`config.mk`:
```
export PLATFORM = sky130hd
export DESIGN_NAME = seq_divider_signed
export DESIGN_NICKNAME = d
export VERILOG_FILES = /design/src/rtl/seq_divider_signed.sv
export SDC_FILE = /design/constraint.sdc
export NUM_CORES = 1
export LEC_CHECK = 0
export ABC_AREA = 0
export ABC_CLOCK_PERIOD_IN_PS = 3000
export CORE_ASPECT_RATIO = 1.5
export CORE_MARGIN = 2
export CORE_UTILIZATION = 34
export CTS_CLUSTER_DIAMETER = 40
export CTS_CLUSTER_SIZE = 12
export DETAILED_ROUTE_END_ITERATION = 12
export GPL_TIMING_DRIVEN = 0
export PLACE_DENSITY = 0.58
export SYNTH_ARGS = -nofsm -noshare
export SYNTH_HDL_FRONTEND = slang
export SYNTH_SLANG_ARGS = --single-unit
```
`constraint.sdc`:
```
create_clock -name clk -period 3 [get_ports clk]
set_clock_uncertainty 0.1 [all_clocks]
set_input_delay 0.45 -clock clk [delete_from_list [all_inputs] [get_ports clk]]
set_output_delay 0.45 -clock clk [all_outputs]
set_load 0.1 [all_outputs]
```
`src/rtl/seq_divider_signed.sv`:
```
// Purpose : sequential signed divider, 16-bit dividend by 8-bit divisor, 8-bit quotient/remainder.
// Latency : 17 cycles from the start edge to done (1 cycle when the divisor is zero).
// Backpr. : start is accepted only while idle; busy=1 means start and operands are ignored.
// Option  : define DIV_OVF_DETECT_EN to saturate out-of-range quotients and raise ovf.
module seq_divider_signed (
    input  logic        clk,
    input  logic        rst,
    input  logic        start,
    input  logic [15:0] dividend,
    input  logic [7:0]  divisor,
    output logic [7:0]  quotient,
    output logic [7:0]  remainder,
    output logic        busy,
    output logic        done,
    output logic        div_by_zero,
    output logic        ovf
);

    typedef enum logic [1:0] {
        IDLE = 2'd0,
        CALC = 2'd1,
        SIGN = 2'd2
    } state_t;

    state_t state;
    state_t state_nxt;

    // Operand / working registers. dq starts as the dividend magnitude and is
    // shifted left each step, with quotient bits entering at the LSB; after 16
    // steps it holds the quotient magnitude. For a zero divisor it keeps the
    // raw dividend so its low byte can be returned as the remainder.
    logic        dvd_neg;
    logic        dvs_neg;
    logic        dz_pend;
    logic [15:0] dq;
    logic [7:0]  dvs_mag;
    logic [7:0]  prem;
    logic [3:0]  cnt;

    // Start-edge decode.
    logic        accept;
    logic        dvs_zero;
    logic [15:0] dvd_abs;
    logic [7:0]  dvs_abs;

    // One restoring step: 9-bit trial remainder, borrow decides the quotient bit.
    logic [8:0]  trial;
    logic [8:0]  diff;
    logic        q_bit;
    logic [7:0]  prem_nxt;
    logic [15:0] dq_nxt;

    // Sign fix-up of the final magnitudes.
    logic        q_neg;
    logic [7:0]  q_lo;
    logic [7:0]  r_signed;
    logic [7:0]  q_fin;
    logic        ovf_fin;

    // Operand magnitudes and start acceptance.
    always_comb begin
        accept   = (state == IDLE) && start;
        dvs_zero = (divisor == 8'd0);
        dvd_abs  = dividend[15] ? (~dividend + 16'd1) : dividend;
        dvs_abs  = divisor[7]   ? (~divisor  + 8'd1)  : divisor;
    end

    // Restoring shift-subtract step, MSB of the dividend first.
    always_comb begin
        trial    = {prem, dq[15]};
        diff     = trial - {1'b0, dvs_mag};
        q_bit    = ~diff[8];
        prem_nxt = q_bit ? diff[7:0] : trial[7:0];
        dq_nxt   = {dq[14:0], q_bit};
    end

    // Apply signs (truncation toward zero) and range handling of the quotient.
    // Negating only the low byte is enough for the wrapped result, since the
    // low bits of -x depend only on the low bits of x.
    always_comb begin
        q_neg    = (dvd_neg ^ dvs_neg) && (dq != 16'd0);
        q_lo     = q_neg ? (~dq[7:0] + 8'd1) : dq[7:0];
        r_signed = dvd_neg ? (~prem + 8'd1) : prem;
`ifdef DIV_OVF_DETECT_EN
        ovf_fin  = q_neg ? (dq > 16'd128) : (dq > 16'd127);
        if (ovf_fin) begin
            q_fin = q_neg ? 8'h80 : 8'h7F;
        end else begin
            q_fin = q_lo;
        end
`else
        ovf_fin  = 1'b0;
        q_fin    = q_lo;
`endif
    end

    // State register.
    always_ff @(posedge clk) begin
        if (rst) begin
            state <= IDLE;
        end else begin
            state <= state_nxt;
        end
    end

    // Next-state logic; a zero divisor goes straight to SIGN.
    always_comb begin
        state_nxt = state;
        case (state)
            IDLE: begin
                if (start) begin
                    state_nxt = dvs_zero ? SIGN : CALC;
                end
            end
            CALC: begin
                if (cnt == 4'd15) begin
                    state_nxt = SIGN;
                end
            end
            SIGN: begin
                state_nxt = IDLE;
            end
            default: begin
                state_nxt = IDLE;
            end
        endcase
    end

    // Operand capture on accept, one division step per CALC cycle.
    always_ff @(posedge clk) begin
        if (rst) begin
            dvd_neg <= 1'b0;
            dvs_neg <= 1'b0;
            dz_pend <= 1'b0;
            dq      <= 16'd0;
            dvs_mag <= 8'd0;
            prem    <= 8'd0;
            cnt     <= 4'd0;
        end else if (accept) begin
            dvd_neg <= dividend[15];
            dvs_neg <= divisor[7];
            dz_pend <= dvs_zero;
            dq      <= dvs_zero ? dividend : dvd_abs;
            dvs_mag <= dvs_abs;
            prem    <= 8'd0;
            cnt     <= 4'd0;
        end else if (state == CALC) begin
            dq      <= dq_nxt;
            prem    <= prem_nxt;
            cnt     <= cnt + 4'd1;
        end
    end

    // Result registers; they only change on the edge that raises done.
    always_ff @(posedge clk) begin
        if (rst) begin
            quotient    <= 8'd0;
            remainder   <= 8'd0;
            div_by_zero <= 1'b0;
            ovf         <= 1'b0;
            done        <= 1'b0;
        end else begin
            done <= 1'b0;
            if (state == SIGN) begin
                done <= 1'b1;
                if (dz_pend) begin
                    quotient    <= dvd_neg ? 8'h80 : 8'h7F;
                    remainder   <= dq[7:0];
                    div_by_zero <= 1'b1;
                    ovf         <= 1'b0;
                end else begin
                    quotient    <= q_fin;
                    remainder   <= r_signed;
                    div_by_zero <= 1'b0;
                    ovf         <= ovf_fin;
                end
            end
        end
    end

    // busy covers the iterative path only; the zero-divisor shortcut never shows busy.
    always_comb begin
        busy = (state == CALC) || ((state == SIGN) && !dz_pend);
    end

endmodule

```
==> impl_metrics.tcl, run 1 <==
set metrics [dict create \
    dieArea_um2 11260 \
    power.density_nw_per_um2 586.9 \
    end_kind "flip-flop" \
    path_class "flip-flop to flip-flop" \
    syn_inst 461 \
    ys_types 44 \
    floorplan.die.width_um 87.31 \
    synth_nets 502 \
    drc 0 \
    crit_arrival_ps 2990 \
    cts_setup_buffers 0 \
    synth_area_leaders "dfxtp_1 (33%), a21oi_1 (6.6%), nand2_1 (6.2%)" \
    htreeDepth 3 \
    yosys_warnings 0 \
    synth-edff-count 0 \
    worst_r2r_endpoint "prem[0]" \
    start_util_pct 34.93 \
    finalHoldViolCount 0 \
    grt_overflow 0 \
    dp_hpwl_um 7509 \
    drv_slew 0 \
    hold_path_class "primary input to flip-flop" \
    root_buffer "clkbuf_16" \
    syn_area_um2 3540 \
    pin_count 47 \
    die_h_um 129.0 \
    grt_pass1_wl_um 15770 \
    clock_sinks 59 \
    hold_ws_ps 351.2 \
    hold_path_startpoint "divisor[7]" \
    clk_latency_ps 330 \
    seq_area_frac_synth_pct 33.37 \
    post-route-min-period_ps 2813 \
    clock_path_buffers 2 \
    path_cells "inv_1 -> ha_1 -> fa_1 -> nand2b_1 -> a211oi_1 -> a31oi_1 -> xnor2_1 -> buf_2 -> or4_1 -> nand3_1" \
    reg2reg_depth 10 \
    first_iter_violations 125 \
    maxCapViolations 0 \
    finalSetupViolations 0 \
    wirelength_um 9475 \
    routedWlPerCell_um 14.85 \
    dp_slack_ps -65.18 \
    vias_per_cell 5.290 \
    r2r-start "dq[15]" \
    postPlaceCellArea_um2 4126 \
    nets 557 \
    cp.required_ps 3180 \
    gp_congestion 0.8649 \
    ant_nets 0 \
    r2r_slack_ps 190 \
    grt_pass1_vias 3235 \
    p_leak_nw 1.604 \
    dominantRegCellSynth "dfxtp_1" \
    drtPass1Iterations 4 \
    grt_max_degree 11 \
    critPathMaxStageDelay_ps 420 \
    ir_drop_v 0.0003246 \
    yosysTopAreaCell "dfxtp_1" \
    clock.fmax_mhz 355.5 \
    num_rows 45 \
    outcome "finished clean" \
    core_um2 10130 \
    n_fill_cell 1042 \
    cts.clk_slew.worst_paths_ps 50 \
    multi_input_area_um2 2168 \
    min_to "dvs_neg" \
    crit_fanout 10 \
    ys_async_sr_fraction_pct 0 \
    fin_ws_ps 187.4 \
    rsz0062_at_grt "no" \
    port_buffers 44 \
    period_share_pct 93.75 \
    drive_above_1_share_pct 4.223 \
    relSlewSlack_pct 34.87 \
    fin_area_um2 4431 \
    grt_use_total_pct 17.98 \
    vias 3375 \
    crit_slowest_cell "or4_1" \
    synth_top_area_share_pct 33.37 \
    layout.area.seq_um2 1181 \
    synth_area_per_cell_um2 7.678 \
    antenna_found_initial 0 \
    n_antenna_cell 0 \
    min_delay_path_depth 3 \
    tritoncts "yes" \
    cp-start-kind "flip-flop" \
    fin_total_pwr_mw 2.600 \
    tightest_slew_ps 973.9 \
    areaGrowthSynthToFinish_pct 25.17 \
    cts_buffers 9 \
    synth-seq-cells 59 \
]
## what timing repair did
| item | in CTS | in global routing |
|---|---|---|
| hold buffers | 0 | 0 |
| setup endpoints to repair | 1 | 1 |
| resized for setup | 2 | 2 |
## cells in the final DEF, fill, tap and decap left out, drive strengths merged, types with 2 or more instances in the layout
master | netlist | layout
nand2b | 16 | 16
xor2 | 17 | 17
clkbuf | 23 | 39
o211ai | 6 | 6
nor3 | 7 | 7
nor2b | 5 | 5
nor2 | 38 | 38
and3 | 6 | 6
a31oi | 5 | 5
o21ai | 22 | 22
nand2 | 58 | 58
o22ai | 13 | 13
xnor2 | 20 | 20
o21a | 2 | 2
buf | 8 | 8
a21oi | 47 | 47
nor4 | 3 | 3
and3b | 2 | 2
or3 | 2 | 2
mux2i | 8 | 8
a211oi | 12 | 12
inv | 18 | 18
clkdlybuf4s50 | 0 | 43
nand3 | 9 | 9
nor3b | 2 | 2
dfxtp | 59 | 59
or4 | 5 | 5
a22oi | 8 | 8
a311oi | 2 | 2
ha | 13 | 13
o31ai | 11 | 11
nand4 | 5 | 5
## where the power goes
part | total, mW | leakage, nW | internal, mW | switching [mW]
Sequential | 0.891 | 0.481 | 0.837 | 0.0534
Combinational | 0.656 | 0.972 | 0.258 | 0.397
Clock | 1.05 | 0.150 | 0.710 | 0.344
## worst max path at each step
stage,from,to,slack [ps],depth (start not counted)
after floorplan,state[0],busy,230,4
after global placement,state[1],busy,-70,5
after detailed placement,state[1],busy,-70,5
after CTS,state[0],busy,30,5
after global routing,dq[15],prem[6],6,10
final,dq[15],prem[0],190,10
## layer usage
metal | track usage [%] | routed length [um] | up-vias
li1 | - | - | 1743
met1 | 20.36 | 3849 | 1556
met2 | 32.22 | 5091 | 59
met3 | 2.630 | 270 | 17
met4 | 8.869 | 263 | 0
met5 | 0 | 0 | -
## cell type report
class	count	area share, %
buffer	31	2.796
clock buffer	15	6.269
clock inverter	1	0.6778
inverter	18	1.525
multi-input combinational	353	48.94
sequential	59	26.66
tap	117	3.304
timing repair buffer	44	9.828
## critical path: cells and delay by family, from the launching register on
family,cells,cell delay (ps)
AO/OA/AOI/OAI,2,490
XOR/XNOR,1,190
adder cells (fa/ha/maj),2,640
buffers and inverters,2,280
flip-flops,1,370
AND/OR/NAND/NOR,3,680
## per-stage QoR
step | setup TNS [ps] | std cells | utilization [%]
floorplan | 0 | 461 | -
global placement | -69.18 | 622 | 40.72
detailed placement | -65.18 | 622 | 40.72
CTS | 0 | 638 | 43.75
global route | 0 | 638 | 43.72
finish | 0 | 638 | 43.72
## cell usage after synthesis, drive strengths merged (9+ instances only)
| cell type | n |
|---|---|
| a211oi | 12 |
| a21oi | 47 |
| clkbuf | 23 |
| dfxtp | 59 |
| ha | 13 |
| inv | 18 |
| nand2 | 58 |
| nand2b | 16 |
| nand3 | 9 |
| nor2 | 38 |
| o21ai | 22 |
| o22ai | 13 |
| o31ai | 11 |
| xnor2 | 20 |
| xor2 | 17 |
## cells by family (layout without fill, tap and decap cells)
logic type | after synthesis | count (layout) | share of synthesized area [%]
mux | 9 | 9 | 2.580
xor+xnor | 37 | 37 | 9.155
simple gates | 160 | 160 | 21.56
buf+inv | 49 | 109 | 5.373
compound gates | 132 | 132 | 22.69
flops | 59 | 59 | 33.37
fa+ha+maj | 14 | 14 | 5.161
other cells | 1 | 1 | 0.1059
## flip-flops by register name, summed over array words and instances (netlist names)
signal / flops
done: 1
state: 2
dvs_neg: 1
quotient: 8
cnt: 4
prem: 8
remainder: 8
dz_pend: 1
dq: 16
div_by_zero: 1
dvd_neg: 1
dvs_mag: 8
Note: power is estimated with default switching activity, not from simulation.
==> run 2: changes to the inputs <==
--- a/config.mk
+++ b/config.mk
@@ -14,7 +14,7 @@
 export CTS_CLUSTER_SIZE = 12
 export DETAILED_ROUTE_END_ITERATION = 12
 export GPL_TIMING_DRIVEN = 0
-export PLACE_DENSITY = 0.58
+export PLACE_DENSITY_LB_ADDON = 0.12
 export SYNTH_ARGS = -nofsm -noshare
 export SYNTH_HDL_FRONTEND = slang
 export SYNTH_SLANG_ARGS = --single-unit
==> run 2 against run 1 <==
Flip-flop and latch count is the same; critical path depth is the same; wire length grew 3.1%; design area shrank 0.45%; clock-buffer cell count shrank 4; largest cell class unchanged; highest routed layer unchanged.
==> impl_metrics.tcl, run 2 (synthesis gave the netlist of run 1 again) <==
set metrics [dict create \
    outcome "finished clean" \
    critPathMaxStageDelay_ps 410 \
    largest_register_ffs 16 \
    root_buffer "clkbuf_16" \
    wirelength_um 9765 \
    relSlewSlack_pct 34.89 \
    drtPass1Iterations 5 \
    power.density_nw_per_um2 567.8 \
    path_cells "inv_1 -> ha_1 -> fa_1 -> nand2b_1 -> a211oi_2 -> a31oi_1 -> xnor2_1 -> clkbuf_4 -> or4_1 -> nand3_1" \
    drv_slew 0 \
    drc 0 \
    antenna_found_initial 0 \
    crit_slowest_cell "fa_1" \
    grt_pass1_vias 3261 \
    vias_per_cell 5.285 \
    gp_congestion 0.8021 \
    ir_drop_v 0.0003402 \
    post-route-util_pct 43.52 \
    finalSetupViolations 0 \
    cts_setup_buffers 0 \
    dp_slack_ps -85.94 \
    end_kind "flip-flop" \
    n_antenna_cell 0 \
    tritoncts "yes" \
    grt_use_total_pct 18.06 \
    vias 3372 \
    path_class "flip-flop to flip-flop" \
    num_rows 45 \
    clock.fmax_mhz 354.4 \
    crit_fanout 10 \
    clk_latency_ps 320 \
    core_um2 10130 \
    period_share_pct 94.06 \
    floorplan.die.width_um 87.31 \
    cts.clk_slew.worst_paths_ps 50 \
    routedWlPerCell_um 15.31 \
    tns_ps 0 \
    hold_path_class "flip-flop to flip-flop" \
    cp.required_ps 3160 \
    finalHoldViolCount 0 \
    port_buffers 44 \
    nets 557 \
    clock_sinks 59 \
    crit_arrival_ps 2980 \
    final_common_cell "dfxtp_1" \
    maxCapViolations 0 \
    htreeDepth 3 \
    pin_count 47 \
    die_h_um 129.0 \
    grt_max_degree 11 \
    drive_above_1_share_pct 4.990 \
    crit_family "simple AND/OR/NAND/NOR gates" \
    clock_path_buffers 2 \
    largest_register "dq" \
    grt_pass1_wl_um 15980 \
    tightest_slew_ps 973.7 \
    cts_hold_buf 0 \
    n_fill_cell 1065 \
    p_leak_nw 1.596 \
    dp_hpwl_um 7630 \
    critPathBufInv 2 \
    areaGrowthSynthToFinish_pct 24.60 \
    start_util_pct 34.93 \
    grt_overflow 0 \
    ctsResizeCount 2 \
    cp-start-kind "flip-flop" \
    post-route-min-period_ps 2822 \
    dieArea_um2 11260 \
    cts_buffers 9 \
    fin_total_pwr_mw 2.504 \
    first_iter_violations 110 \
    final_cell_mix "dfxtp_1 (59), nand2_1 (58), a21oi_1 (47), clkdlybuf4s50_1 (43), nor2_1 (38)" \
    ant_nets 0 \
    fin_ws_ps 178.2 \
]
[run 2: changes by cell type in the layout (fill, tap and decap cells not counted), sizes merged]
cell,change
clkinvlp,+1
buf,-1
clkinv,+4
bufinv,-1
clkbuf,-3
[run 2: tightest hold or removal path, cell delays in order (launching register included)]
cell,delay [ps]
dfxtp_1,300
nand2_1,50
a21oi_1,50
[run 2: where the power goes]
group | leakage (nW) | internal [mW] | switching (mW)
sequential | 0.481 | 0.837 | 0.0543
clock | 0.141 | 0.597 | 0.351
combinational | 0.974 | 0.262 | 0.404
[run 2: per-layer routing]
layer,global-route usage [%],up-vias,share of wire [%]
met5,0,-,0
met4,6.154,0,1.5
met3,2.886,8,2.7
met2,32.75,63,53
met1,21.14,1562,43
li1,-,1739,-
[run 2: worst paths after layout]
check / startpoint / slack [ps] / endpoint / cells past startpoint
setup reg to reg: dq[15] / 180 / prem[0] / 10
hold / removal: div_by_zero / 350 / div_by_zero / 2
hold reg to reg: div_by_zero / 350 / div_by_zero / 2
setup / recovery: dq[15] / 180 / prem[0] / 10
[run 2: cell type report]
cell class,instances,area [um^2],area share [%]
buffer,31,126.4,2.865
clock buffer,11,252.7,5.730
clock inverter,5,27.53,0.6241
inverter,18,67.56,1.532
multi-input combinational,353,2173,49.28
sequential,59,1181,26.78
tap,117,146.4,3.319
timing repair buffer,44,435.4,9.872
[run 2: per-stage QoR]
step	area, um^2	std cells	hold slack (ps)
detailed placement	4126	622	349.6
CTS	4407	638	339.9
finish	4410	638	353.0
global placement	4126	622	342.7
floorplan	3540	461	331.9
global route	4410	638	371.4
==> run 3: changes to the inputs <==
--- a/config.mk
+++ b/config.mk
@@ -13,6 +13,7 @@
 export CTS_CLUSTER_DIAMETER = 40
 export CTS_CLUSTER_SIZE = 12
 export DETAILED_ROUTE_END_ITERATION = 12
+export DONT_BUFFER_PORTS = 1
 export GPL_TIMING_DRIVEN = 0
 export PLACE_DENSITY_LB_ADDON = 0.12
 export SYNTH_ARGS = -nofsm -noshare
==> run 3 against run 2 <==
Wire length rose by 0.70%; final cell count decreased by 7.1%; via count shrank 4.0%; first-iteration DRC count is 35% higher; utilization decreased by 3.9 points; design area shrank 9.0%; flip-flop and latch count unchanged; setup slack got worse by 19 ps; clock power increased by 13%; hold slack worse by 170 ps; power grew 2.8%.
==> impl_metrics.tcl, run 3 (synthesis gave the netlist of run 1 again) <==
set metrics [dict create \
    tightest_slew_ps 1100 \
    crit_arrival_ps 3000 \
    cts_buffers 9 \
    n_antenna_cell 0 \
    vias_per_cell 5.460 \
    r2r_slack_ps 160 \
    ir_drop_v 0.0002838 \
    vias 3238 \
    cp-start-kind "flip-flop" \
    dp_slack_ps 195.4 \
    final_cell_mix "dfxtp_1 (59), nand2_1 (58), a21oi_1 (47), nor2_1 (38), clkbuf_1 (24)" \
    grt_pass1_vias 3166 \
    period_share_pct 94.70 \
    largest_register_ffs 16 \
    first_iter_violations 149 \
    drtPass1Iterations 4 \
    clock.fmax_mhz 352.0 \
    fin_ws_ps 158.9 \
    wirelength_um 9833 \
    hold_ws_ps 186.9 \
    dp_hpwl_um 7624 \
    end_kind "flip-flop" \
    gp_congestion 0.8252 \
    ant_nets 0 \
    drv_slew 0 \
    largest_register "dq" \
    antenna_found_initial 0 \
    clock_sinks 59 \
    cts_hold_buf 0 \
    reg2reg_depth 10 \
    multi_input_area_um2 2178 \
    grt_pass1_wl_um 15920 \
    core_um2 10130 \
    tritoncts "yes" \
    dieArea_um2 11260 \
    grt_max_degree 11 \
    areaGrowthSynthToFinish_pct 13.36 \
    layout.area.seq_um2 1181 \
    cp.required_ps 3160 \
    num_rows 45 \
    root_buffer "clkbuf_16" \
    drive_above_1_share_pct 4.832 \
    hold_path_class "primary input to flip-flop" \
    outcome "finished clean" \
    rsz0062_at_grt "no" \
    finalSetupViolations 0 \
    maxCapViolations 0 \
    power.density_nw_per_um2 641.7 \
    drc 0 \
    postPlaceCellArea_um2 3690 \
    p_leak_nw 1.445 \
    relSlewSlack_pct 26.66 \
    clk_latency_ps 320 \
    min_delay_path_depth 2 \
    htreeDepth 3 \
    fin_total_pwr_mw 2.575 \
    path_class "flip-flop to flip-flop" \
    floorplan.die.width_um 87.31 \
    pin_count 47 \
    finalHoldViolCount 0 \
    clock_path_buffers 2 \
    grt_overflow 0 \
    post-route-min-period_ps 2841 \
    cts.clk_slew.worst_paths_ps 50 \
    grt_use_total_pct 18.36 \
    crit_fanout 10 \
    routedWlPerCell_um 16.58 \
    start_util_pct 34.93 \
    n_fill_cell 1084 \
    port_buffers 0 \
    die_h_um 129.0 \
    final_common_cell "dfxtp_1" \
    fin_area_um2 4013 \
    nets 513 \
]
[run 3: timing repair]
item,CTS,global route
setup buffers,0,0
endpoints found under the setup margin,0,5
resized for setup,0,2
[run 3: stage by stage]
stage | setup TNS (ps) | utilization, % | instances
6_report | 0 | 39.59 | 593
3_3_place_gp | -40.05 | 36.37 | 578
2_1_floorplan | 0 | - | 461
3_5_place_dp | 0 | 36.41 | 578
5_1_grt | 0 | 39.59 | 593
4_1_cts | 0 | 39.51 | 593
[run 3: layer usage]
| layer | track usage (%) | vias up | wire, um | part of all wire [%] |
|---|---|---|---|---|
| met1 | 21.21 | 1518 | 4153 | 42 |
| met3 | 4.298 | 9 | 366 | 3.7 |
| met2 | 32.53 | 64 | 5157 | 52 |
| met5 | 0 | - | 0 | 0 |
| met4 | 6.516 | 0 | 155 | 1.6 |
| li1 | - | 1647 | - | - |
[run 3: path summary, 6_finish.rpt]
path	end	from
max	prem[0]	dq[15]
min	dvd_neg	dividend[15]
max reg2reg	prem[0]	dq[15]
min reg2reg	dvs_mag[7]	dvs_mag[7]
[run 3: critical path: stages (launching register included)]
cell      delay [ps]
dfxtp_1          350
inv_1             60
ha_1             220
fa_1             420
nand2b_1         190
a211oi_1         350
a31oi_2          210
xnor2_1          180
clkbuf_4         220
or4_1            410
nand3_1           80
[run 3: area by class of cell]
cell class / count / area share [%]
Sequential cell: 59 / 29.44
Multi-Input combinational cell: 353 / 54.29
Buffer: 31 / 3.118
Clock inverter: 1 / 0.7484
Inverter: 18 / 1.684
Clock buffer: 14 / 7.078
Tap cell: 117 / 3.648
[run 3: power breakdown]
group | switching (mW) | leakage (nW) | internal (mW) | total (mW)
clock network | 0.344 | 0.155 | 0.729 | 1.07
logic | 0.344 | 0.808 | 0.225 | 0.569
registers | 0.0968 | 0.481 | 0.837 | 0.934
